**config.mk**
```make
export PLATFORM = sky130hd
export DESIGN_NAME = pong_round_ctrl_flat
export DESIGN_NICKNAME = d
export VERILOG_FILES = /design/src/rtl/pong_round_if.sv /design/src/rtl/pong_round_ctrl.sv /design/src/flat_wrapper.sv
export SDC_FILE = /design/constraint.sdc
export NUM_CORES = 1
export LEC_CHECK = 0
export ABC_CLOCK_PERIOD_IN_PS = 3600
export CAP_MARGIN = 30
export CORE_MARGIN = 2
export CORE_UTILIZATION = 30
export CTS_CLUSTER_DIAMETER = 80
export DETAILED_ROUTE_END_ITERATION = 10
export GPL_ROUTABILITY_DRIVEN = 0
export PLACE_DENSITY = 0.56
export SYNTH_ARGS = -nofsm -noshare
export SYNTH_HDL_FRONTEND = slang
export SYNTH_SLANG_ARGS = --single-unit
```
**constraint.sdc**
```tcl
create_clock -name pixel_clk -period 3.6 [get_ports pixel_clk]
set_input_delay 0.54 -clock pixel_clk [delete_from_list [all_inputs] [get_ports pixel_clk]]
set_output_delay 0.54 -clock pixel_clk [all_outputs]
set_load 0.03 [all_outputs]
```
**src/rtl/pong_round_if.sv**
```systemverilog
// ============================================================================
// Module : pong_round_if
// Brief  : Frame/point/button inputs and score/overlay outputs of the Pong
//          round controller, grouped with source-side and controller modports.
// Rev    : 1.0  initial release
// ============================================================================
`default_nettype none

interface pong_round_if;
    logic       fsync;
    logic       point_p1;
    logic       point_p2;
    logic       start;
    logic       obj_rst;
    logic       game_over;
    logic [3:0] p1_score;
    logic [3:0] p2_score;
    logic [1:0] winner;
    logic       serve_dir;
    logic [1:0] state;

    modport master (
        output fsync, point_p1, point_p2, start,
        input  obj_rst, game_over, p1_score, p2_score, winner, serve_dir, state
    );

    modport slave (
        input  fsync, point_p1, point_p2, start,
        output obj_rst, game_over, p1_score, p2_score, winner, serve_dir, state
    );
endinterface

`default_nettype wire

```
**src/rtl/pong_round_ctrl.sv**
```systemverilog
// ============================================================================
// Module : pong_round_ctrl
// Brief  : Pong match sequencer (serve hold, play, point pause, match over),
//          frame-counted timing, score registers and overlay/reset control.
//          Optional macro SERVE_ALTERNATE_EN: alternate serve direction each point.
// Rev    : 1.0  initial release
// ============================================================================
`default_nettype none

module pong_round_ctrl #(
    parameter int SERVE_FRAMES = 32,
    parameter int PAUSE_FRAMES = 128,
    parameter int WIN_SCORE    = 9,
    parameter int CW           = 8
) (
    input  wire logic   pixel_clk,
    input  wire logic   rst,
    pong_round_if.slave bus
);

    typedef enum logic [1:0] {
        S_SERVE      = 2'd0,
        S_PLAY       = 2'd1,
        S_POINT      = 2'd2,
        S_MATCH_OVER = 2'd3
    } state_t;

    localparam logic [CW-1:0] c_SERVE_LAST = CW'(SERVE_FRAMES - 1);
    localparam logic [CW-1:0] c_PAUSE_LAST = CW'(PAUSE_FRAMES - 1);
    localparam logic [CW-1:0] c_CNT_MAX    = {CW{1'b1}};
    localparam logic [3:0]    c_WIN        = 4'(WIN_SCORE);

    state_t        r_state;
    logic [CW-1:0] r_cnt;
    logic          r_start_q;
    logic          r_obj_rst;
    logic          r_game_over;
    logic [3:0]    r_p1;
    logic [3:0]    r_p2;
    logic [1:0]    r_winner;
    logic          r_serve_dir;

    logic [CW-1:0] w_cnt_inc;
    logic          w_start_rise;
    logic          w_dir_p1;
    logic          w_dir_p2;

    assign w_cnt_inc    = (r_cnt == c_CNT_MAX) ? r_cnt : r_cnt + CW'(1);
    assign w_start_rise = bus.start & ~r_start_q;

`ifdef SERVE_ALTERNATE_EN
    assign w_dir_p1 = ~r_serve_dir;
    assign w_dir_p2 = ~r_serve_dir;
`else
    // Serve toward whoever just lost the point.
    assign w_dir_p1 = 1'b0;
    assign w_dir_p2 = 1'b1;
`endif

    always_ff @(posedge pixel_clk) begin
        if (rst) begin
            r_state     <= S_SERVE;
            r_cnt       <= '0;
            r_start_q   <= 1'b0;
            r_obj_rst   <= 1'b1;
            r_game_over <= 1'b0;
            r_p1        <= 4'd0;
            r_p2        <= 4'd0;
            r_winner    <= 2'd0;
            r_serve_dir <= 1'b0;
        end else begin
            r_start_q <= bus.start;
            case (r_state)
                S_SERVE: begin
                    if (bus.fsync) begin
                        if (r_cnt == c_SERVE_LAST) begin
                            r_state     <= S_PLAY;
                            r_cnt       <= '0;
                            r_obj_rst   <= 1'b0;
                            r_game_over <= 1'b0;
                        end else begin
                            r_cnt <= w_cnt_inc;
                        end
                    end
                end
                S_PLAY: begin
                    // Simultaneous misses are a dead ball: re-serve, nobody scores.
                    if (bus.point_p1 && bus.point_p2) begin
                        r_state   <= S_SERVE;
                        r_cnt     <= '0;
                        r_obj_rst <= 1'b1;
                    end else if (bus.point_p1) begin
                        if (r_p1 != c_WIN) r_p1 <= r_p1 + 4'd1;
                        r_serve_dir <= w_dir_p1;
                        r_state     <= S_POINT;
                        r_cnt       <= '0;
                        r_obj_rst   <= 1'b1;
                        r_game_over <= 1'b1;
                    end else if (bus.point_p2) begin
                        if (r_p2 != c_WIN) r_p2 <= r_p2 + 4'd1;
                        r_serve_dir <= w_dir_p2;
                        r_state     <= S_POINT;
                        r_cnt       <= '0;
                        r_obj_rst   <= 1'b1;
                        r_game_over <= 1'b1;
                    end
                end
                S_POINT: begin
                    if (bus.fsync) begin
                        if (r_cnt == c_PAUSE_LAST) begin
                            r_cnt <= '0;
                            if (r_p1 == c_WIN) begin
                                r_winner <= 2'd1;
                                r_state  <= S_MATCH_OVER;
                            end else if (r_p2 == c_WIN) begin
                                r_winner <= 2'd2;
                                r_state  <= S_MATCH_OVER;
                            end else begin
                                r_state     <= S_SERVE;
                                r_game_over <= 1'b0;
                            end
                        end else begin
                            r_cnt <= w_cnt_inc;
                        end
                    end
                end
                S_MATCH_OVER: begin
                    if (w_start_rise) begin
                        r_p1        <= 4'd0;
                        r_p2        <= 4'd0;
                        r_winner    <= 2'd0;
                        r_state     <= S_SERVE;
                        r_cnt       <= '0;
                        r_game_over <= 1'b0;
                        r_obj_rst   <= 1'b1;
                    end
                end
                default: begin
                    r_state     <= S_SERVE;
                    r_cnt       <= '0;
                    r_obj_rst   <= 1'b1;
                    r_game_over <= 1'b0;
                end
            endcase
        end
    end

    assign bus.obj_rst   = r_obj_rst;
    assign bus.game_over = r_game_over;
    assign bus.p1_score  = r_p1;
    assign bus.p2_score  = r_p2;
    assign bus.winner    = r_winner;
    assign bus.serve_dir = r_serve_dir;
    assign bus.state     = r_state;

endmodule

`default_nettype wire

```
**src/flat_wrapper.sv**
```systemverilog
// flat-port wrapper written by rule: the top's interface ports become plain ports
module pong_round_ctrl_flat 
#(
    parameter int SERVE_FRAMES = 32,
    parameter int PAUSE_FRAMES = 128,
    parameter int WIN_SCORE    = 9,
    parameter int CW           = 8
)
  (pixel_clk, rst, bus_fsync, bus_point_p1, bus_point_p2, bus_start, bus_obj_rst, bus_game_over, bus_p1_score, bus_p2_score, bus_winner, bus_serve_dir, bus_state);
  pong_round_if bus_i ();
  input  wire logic pixel_clk;
  input  wire logic rst;
  input wire logic [$bits(bus_i.fsync)-1:0] bus_fsync;
  input wire logic [$bits(bus_i.point_p1)-1:0] bus_point_p1;
  input wire logic [$bits(bus_i.point_p2)-1:0] bus_point_p2;
  input wire logic [$bits(bus_i.start)-1:0] bus_start;
  output wire logic [$bits(bus_i.obj_rst)-1:0] bus_obj_rst;
  output wire logic [$bits(bus_i.game_over)-1:0] bus_game_over;
  output wire logic [$bits(bus_i.p1_score)-1:0] bus_p1_score;
  output wire logic [$bits(bus_i.p2_score)-1:0] bus_p2_score;
  output wire logic [$bits(bus_i.winner)-1:0] bus_winner;
  output wire logic [$bits(bus_i.serve_dir)-1:0] bus_serve_dir;
  output wire logic [$bits(bus_i.state)-1:0] bus_state;
  assign bus_i.fsync = bus_fsync;
  assign bus_i.point_p1 = bus_point_p1;
  assign bus_i.point_p2 = bus_point_p2;
  assign bus_i.start = bus_start;
  assign bus_obj_rst = bus_i.obj_rst;
  assign bus_game_over = bus_i.game_over;
  assign bus_p1_score = bus_i.p1_score;
  assign bus_p2_score = bus_i.p2_score;
  assign bus_winner = bus_i.winner;
  assign bus_serve_dir = bus_i.serve_dir;
  assign bus_state = bus_i.state;
  pong_round_ctrl #(.SERVE_FRAMES(SERVE_FRAMES), .PAUSE_FRAMES(PAUSE_FRAMES), .WIN_SCORE(WIN_SCORE), .CW(CW)) u_core (.pixel_clk(pixel_clk), .rst(rst), .bus(bus_i));
endmodule
```
======== After elaboration in Yosys (flattened, before gate mapping) ========
Cells that the tools add are included.
W data, S select, Z words.
cells by class
  add/subtract/negate cells ............... 3
  bitwise logic cells ..................... 3
  reduce and logical (&&, ||, !) cells .... 14
  mux-type cells .......................... 51
  eq/ne operators ......................... 26
operator list
  kind                   number
  $mux W8                9
  $mux W4                8
  $pmux W8 S4            1
  $mux W2                14
  $ne A2 B2 Y1 const B   8
  $pmux W4 S2            2
  $reduce_and A5 Y1      3
  $mux W1                13
  $reduce_and A6 Y1      2
  $ne A2 B1 Y1 const B   5
  $reduce_and A9 Y1      1
  $add A4 B1 Y4 const B  2
  $add A8 B1 Y8 const B  1
  $eq A4 B4 Y1 const B   2
  $eq A8 B5 Y1 const B   1
  $eq A8 B7 Y1 const B   1
  $eq A8 B8 Y1 const B   1
  $ne A4 B4 Y1 const B   2
  $pmux W2 S4            1
  $reduce_bool A2 Y1     3
  $eq A2 B2 Y1 const B   2
  $ne A4 B3 Y1 const B   1
  $pmux W1 S4            1
  $pmux W2 S2            1
  11 further kinds       12
storage, ports and cells
  word-level logic and storage cells ...... 106
  flip-flop bits (word level) ............. 24
  output and inout port bits .............. 15
  input bits .............................. 6

======== Longest topological paths before layout ========
Gate-level depths: netlist of the first run.
  word-level depth ........................ 6
  mapped depth ............................ 7
  mapped depth without buffers ............ 6

======== Worst setup path after synthesis of the first run ========
OpenSTA, ideal clock, no wires.
  kind .................................... register to register
  start ................................... register u_core.r_state[0], in the netlist u_core.bus.state[0]
  end ..................................... register u_core.r_cnt[3]
  setup slack ............................. 1.778 ns
  path buffers ............................ 1
  setup time .............................. 0.080 ns
  period minus slack after synthesis ...... 1.822 ns
  stages on the path, launching flop included .. 6
  arrival ................................. 1.743 ns
  required time ........................... 3.520 ns
  path through ............................ dfxtp_1 > buf_6 > and3b_4 > o311ai_4 > or4_4 > a211oi_2
between the ends
  cells in the longest elaborated chain, start to end .. 3
  elaborated cells on any way between the ends .. 10
  classes of those cells .................. 7 x eq/ne; 1 x mux; 2 x reduce/logical
ends and longest elaborated chain
  element                                                line                    RTL
  start: declaration                                     pong_round_ctrl.sv:33   state_t r_state;
  start signal: assignment                               pong_round_ctrl.sv:62   r_state <= S_SERVE;
  start signal: assignment                               pong_round_ctrl.sv:77   r_state <= S_PLAY;
  start signal: assignment                               pong_round_ctrl.sv:89   r_state <= S_SERVE;
  $eq A2 B1 Y1 (tied with other cells)                   pong_round_ctrl.sv:73   case (r_state)
  $ne A4 B3 Y1 (no source line) (tied with other cells)  n/a
  $reduce_and A4 Y1 (no source line)                     n/a
  end signal: assignment                                 pong_round_ctrl.sv:82   r_cnt <= w_cnt_inc;
  end signal: assignment                                 pong_round_ctrl.sv:123  r_cnt <= w_cnt_inc;
  end: declaration                                       pong_round_ctrl.sv:34   logic [CW-1:0] r_cnt;
Parallel ways exist; a longest one is shown, timed or not.
A chain may end at the register's enable or synchronous reset.

======== Worst setup path in the final report of the first run ========
  start ................................... register u_core.r_state[0], in the netlist u_core.bus.state[0]
  end ..................................... output port bus_state[0]
RTL lines
  element           line                RTL
  end: declaration  flat_wrapper.sv:23  output wire logic [$bits(bus_i.state)-1:0] bus_state;
No word-level cell between the ends.

==> results.cfg, run 1 <==
[run_status]
status = finished clean

[route]
postRouteAntennaNets = 0
drt-total-wl_um = 3350
viasPerCell = 5.15
vias = 1283
drcViolationCount = 0
wl_per_cell_um = 13.4
dr.pass1.iters = 4
drt-initial-drc-count = 85

[logic_synthesis]
synth_seq_cells = 24
synth_ff_type = dfxtp_1
synth-async-reset-ratio_pct = 0
synth_edf_count = 0
synth_top_area_share_pct = 32.7
synth.avg_cell_area_um2 = 8.86
synth.net_count = 179
syn_area_um2 = 1470
yosys.area.top_type = dfxtp_1
ys_seq_area_share_pct = 32.7
ys_top_cells_by_area = dfxtp_1 (33%), ha_1 (6.0%), a21oi_1 (3.4%)
synth.distinct_cells = 48
synth_warnings = 0
synth_cells = 166

[timing]
fin_worst_hold_slack_ns = 0.490
max_freq_mhz = 421
rsz0062_at_grt = no
finalMaxSlewViolations = 0
setup_ws_ns = 1.22
setup_viol = 0
final.period_utilization_pct = 66.0
hold_viol_final = 0
tightest_slew_ns = 0.671
slew_headroom_pct = 55.2
finClkSkew_ns = 0.00890
final.setup.tns_ns = 0
period_minus_slack_ns = 2.38

[cts]
htree_levels = 1
cts_resized = 0
clk_pin_slew_ns = 0.10
worstSkewPairLatency_ns = 0.27
postCtsHoldBufs = 0
numCtsBuffers = 3
ctsRootBufferMaster = clkbuf_8
cts_setup_buffers = 0
cts_buffer_depth = 2
cts_tree = built
cts_sinks = 24

[worst_setup_path]
cp_slowest_stage_delay_ns = 0.80
required_ns = 3.06
critPathBufInv = 1
cp_max_fo = 20
cpMaxStageDelayCell = clkdlybuf4s50_1
crit_chain = clkdlybuf4s50_1
path_delay_family = buffers and inverters
start_kind = flop
critPathKind = flop to output port
crit_arrival_ns = 1.84
crit_path_end_kind = output port

[floorplanning]
io_pins = 21
start_util_pct = 31.1
die_h_um = 74.0
core_area_um2 = 4720
die_area_um2 = 5480
die_w_um = 74.0
core.rowCount = 25

[grt]
antenna_found_initial = 0
first_global_vias = 1161
grt_remaining_overflow = 0
grt_pass1_wl_um = 5580
track_usage_pct = 13.0
grt_max_degree = 26

[worst_hold_path]
min_path_type = flop to flop

[placed_design]
dp_hpwl_um = 2300
place_ws_ns = 1.09
port_buffers = 20

[power_and_ir_drop]
ir_worst_vdd_v = 0.000143
total_power_mw = 0.551
cellPowerDensity_nw_per_um2 = 307
leakagePower_nw = 0.607

[finish]
layout.nets = 196
syn_to_final_growth_pct = 22.2
post-route-util_pct = 38.0
final_layout_size_suffix_gt1_share_pct = 11.0
diodes = 0

[run]
cap_violations = 0
## stage by stage
step / cells / cell area, µm²
floorplan: 166 / 1470
global placement: 244 / 1710
detailed placement: 244 / 1710
CTS: 248 / 1780
global route: 249 / 1800
finish: 249 / 1800
## registers in the layout, indices dropped and copies added, names as in the netlist
register,flops
u_core.bus.serve_dir,1
u_core.bus.p2_score,4
u_core.r_start_q,1
u_core.bus.p1_score,4
u_core.bus.obj_rst,1
u_core.bus.game_over,1
u_core.bus.state,2
u_core.bus.winner,2
u_core.r_cnt,8
## layout by cell type (no fill, tap or decap), types with 2 or more instances in the layout
cell / instances
nor4_2: 3
nor2_1: 8
inv_1: 8
a211o_1: 2
o31ai_1: 3
nand2b_1: 3
nand3_1: 9
dfxtp_1: 24
mux2i_1: 3
or4_1: 6
clkbuf_8: 3
a31oi_1: 3
and4b_1: 2
nor2b_1: 3
ha_1: 7
or3_1: 4
a211oi_1: 6
o21ai_0: 8
nor3_1: 7
nand2_1: 8
a21oi_1: 10
clkdlybuf4s50_1: 20
nand3b_1: 4
a211oi_2: 2
a41oi_1: 3
## report_power, final
part	internal (mW)	switching, mW	total, mW
Combinational	0.0168	0.0207	0.0375
Sequential	0.268	0.00256	0.270
Clock	0.149	0.0948	0.244
Total	0.433	0.118	0.551
## logic make-up (layout without fill, tap and decap cells)
logic type      count (synthesis)  in the layout  share of synthesized area [%]
fa+ha+maj                       7              7                           5.96
compound gates                 47             47                           24.3
simple gates                   67             67                           29.2
flops                          24             24                           32.7
buf+inv                        17             33                           5.02
mux                             4              4                           2.81
## Yosys cell counts (2+ instances only)
master / count
nor4_2: 3
nor2b_1: 3
dfxtp_1: 24
o31ai_1: 3
a31oi_1: 3
a41oi_1: 3
a211oi_2: 2
nor2_1: 8
a21oi_1: 10
nor3_1: 7
inv_1: 8
nand2_1: 8
and4b_1: 2
o21ai_0: 8
a211o_1: 2
nand3b_1: 4
or3_1: 4
ha_1: 7
nand3_1: 9
mux2i_1: 3
nand2b_1: 3
or4_1: 6
a211oi_1: 6
clkbuf_1: 6
## per-layer routing
layer	global-route usage [%]	part of all wire (%)	up-vias
li1	-	-	665
met1	19.7	55	588
met2	18.8	41	26
met3	2.03	2.9	4
met4	4.24	1.3	0
met5	0	0	-
## final cells by class
type,instances,area (µm²)
clock buffers,3,41.3
clock inverters,1,30.0
fillers,487,2930
inverters,8,30.0
multi-input cells,125,916
flip-flops and latches,24,480
well taps,67,83.8
repair buffers,21,215
## worst paths after layout
check | slack (ns) | startpoint | cells after the start | endpoint
hold reg to reg | 0.49 | u_core.bus.winner[1] | 2 | u_core.bus.winner[1]
setup reg to reg | 1.51 | u_core.bus.state[0] | 4 | u_core.r_cnt[3]
hold / removal | 0.49 | u_core.bus.winner[1] | 2 | u_core.bus.winner[1]
setup / recovery | 1.22 | u_core.bus.state[0] | 1 | bus_state[0]
Note: power is estimated with default switching activity, not from simulation.
==> run 2, diff against run 1 <==
--- a/config.mk
+++ b/config.mk
@@ -5,7 +5,7 @@
 export SDC_FILE = /design/constraint.sdc
 export NUM_CORES = 1
 export LEC_CHECK = 0
-export ABC_CLOCK_PERIOD_IN_PS = 3600
+export ABC_CLOCK_PERIOD_IN_PS = 2500
 export CAP_MARGIN = 30
 export CORE_MARGIN = 2
 export CORE_UTILIZATION = 30
==> constraint.sdc (replaced) <==
create_clock -name pixel_clk -period 2.5 [get_ports pixel_clk]
set_input_delay 0.375 -clock pixel_clk [delete_from_list [all_inputs] [get_ports pixel_clk]]
set_output_delay 0.375 -clock pixel_clk [all_outputs]
set_load 0.03 [all_outputs]
==> results.cfg, run 2 (synthesized netlist as in run 1, its figures left out) <==
[grt]
grt_pass1_wl_um = 5610
first_global_vias = 1183
track_usage_pct = 13.1
grt_remaining_overflow = 0
grt_max_degree = 17
antenna_found_initial = 0

[worst_setup_path]
cp.depth = 1
path_delay_family = buffers and inverters
critPathKind = flop to output port
crit_chain = clkdlybuf4s50_1
r2r_cells = 4
reg2reg_slack_ns = 0.59
crit_path_end = bus_state[0]
cp_slowest_stage_delay_ns = 0.77
timing.critical_path.from = u_core.bus.state[0]
crit_arrival_ns = 1.67
r2r_start = u_core.bus.state[0]
start_kind = flop
cp_max_fo = 15
r2r_end = u_core.r_cnt[3]
required_ns = 2.12
crit_path_end_kind = output port
critPathBufInv = 1
cpMaxStageDelayCell = clkdlybuf4s50_1

[timing]
final.period_utilization_pct = 81.7
final.setup.tns_ns = 0
hold_viol_final = 0
max_freq_mhz = 489
finalMaxSlewViolations = 0
setup_ws_ns = 0.456
rsz0062_at_grt = no
slew_headroom_pct = 59.4
setup_viol = 0
tightest_slew_ns = 0.608
fin_worst_hold_slack_ns = 0.482
finClkSkew_ns = 0.00389
period_minus_slack_ns = 2.04

[floorplanning]
core_area_um2 = 4720
io_pins = 21
die_h_um = 74.0
die_area_um2 = 5480
core.rowCount = 25
die_w_um = 74.0
start_util_pct = 31.1

[cts]
worstSkewPairLatency_ns = 0.27
cts_tree = built
ctsRootBufferMaster = clkbuf_8
cts_setup_buffers = 0
cts_resized = 0
numCtsBuffers = 3
postCtsHoldBufs = 0
cts_buffer_depth = 2
htree_levels = 1
cts_sinks = 24
clk_pin_slew_ns = 0.09

[finish]
post-route-util_pct = 38.0
nFillCells = 476
final_cell_area_um2 = 1800
layout.nets = 199
final_layout_size_suffix_gt1_share_pct = 12.4
top_register = u_core.r_cnt
layout_commonest_cell = dfxtp_1
diodes = 0
layout.cells.non_filler = 252
multi_input_comb_area_um2 = 916
final_cell_mix = dfxtp_1 (24), clkdlybuf4s50_1 (20), a21oi_1 (10), nand3_1 (9)
syn_to_final_growth_pct = 22.1
regArea_um2 = 480
largest_register_ffs = 8

[power_and_ir_drop]
ir_worst_vdd_v = 0.000199
cellPowerDensity_nw_per_um2 = 396
total_power_mw = 0.711
leakagePower_nw = 0.614

[route]
drcViolationCount = 0
viasPerCell = 5.27
wl_met3_um = 125
postRouteAntennaNets = 0
vias = 1329
wl_per_cell_um = 13.5
wl_met1_um = 1790
top_layer_used = met4
drt-initial-drc-count = 73
wl_met2_um = 1430
dr.pass1.iters = 4
drt-total-wl_um = 3400

[placed_design]
dp_hpwl_um = 2430
port_buffers = 20
dp.cells = 248
dpl_cell_area_um2 = 1740
place_ws_ns = 0.187

[run_status]
status = finished clean

[run]
cap_violations = 0

[worst_hold_path]
min_path_type = flop to flop
run 2: how the worst min path moves through the flow:
stage | depth (start not counted) | slack [ns] | end | startpoint
detailed placement | 2 | 0.47 | u_core.bus.winner[1] | u_core.bus.winner[1]
CTS | 2 | 0.49 | u_core.bus.winner[1] | u_core.bus.winner[1]
floorplan | 1 | 0.47 | u_core.bus.serve_dir | bus_point_p1
global route | 2 | 0.52 | u_core.bus.serve_dir | u_core.bus.serve_dir
global placement | 2 | 0.47 | u_core.bus.winner[1] | u_core.bus.winner[1]
finish | 2 | 0.48 | u_core.bus.winner[1] | u_core.bus.winner[1]
run 2: where the power goes:
group          leakage, nW  internal [mW]  switching [mW]
clock network       0.0288          0.141           0.128
logic                0.391         0.0240          0.0296
registers            0.194          0.385         0.00375
total                0.614          0.550           0.161
run 2: final cells by class:
cell class                      count  area share (%)
Clock buffer                        4            3.07
Inverter                            8            1.67
Multi-Input combinational cell    125            51.0
Sequential cell                    24            26.8
Tap cell                           67            4.67
Timing Repair Buffer               24            12.8
run 2: worst register-to-register path, delay by kind of cell (launching register included):
kind | cells | cell delay, ns
flip-flops | 1 | 0.63
AO/OA/AOI/OAI | 2 | 0.36
AND/OR/NAND/NOR | 2 | 0.86
run 2: layer usage:
layer	vias to the layer above	track usage (%)
li1	672	-
met1	624	19.7
met2	29	18.8
met3	4	2.57
met4	0	4.24
met5	-	0
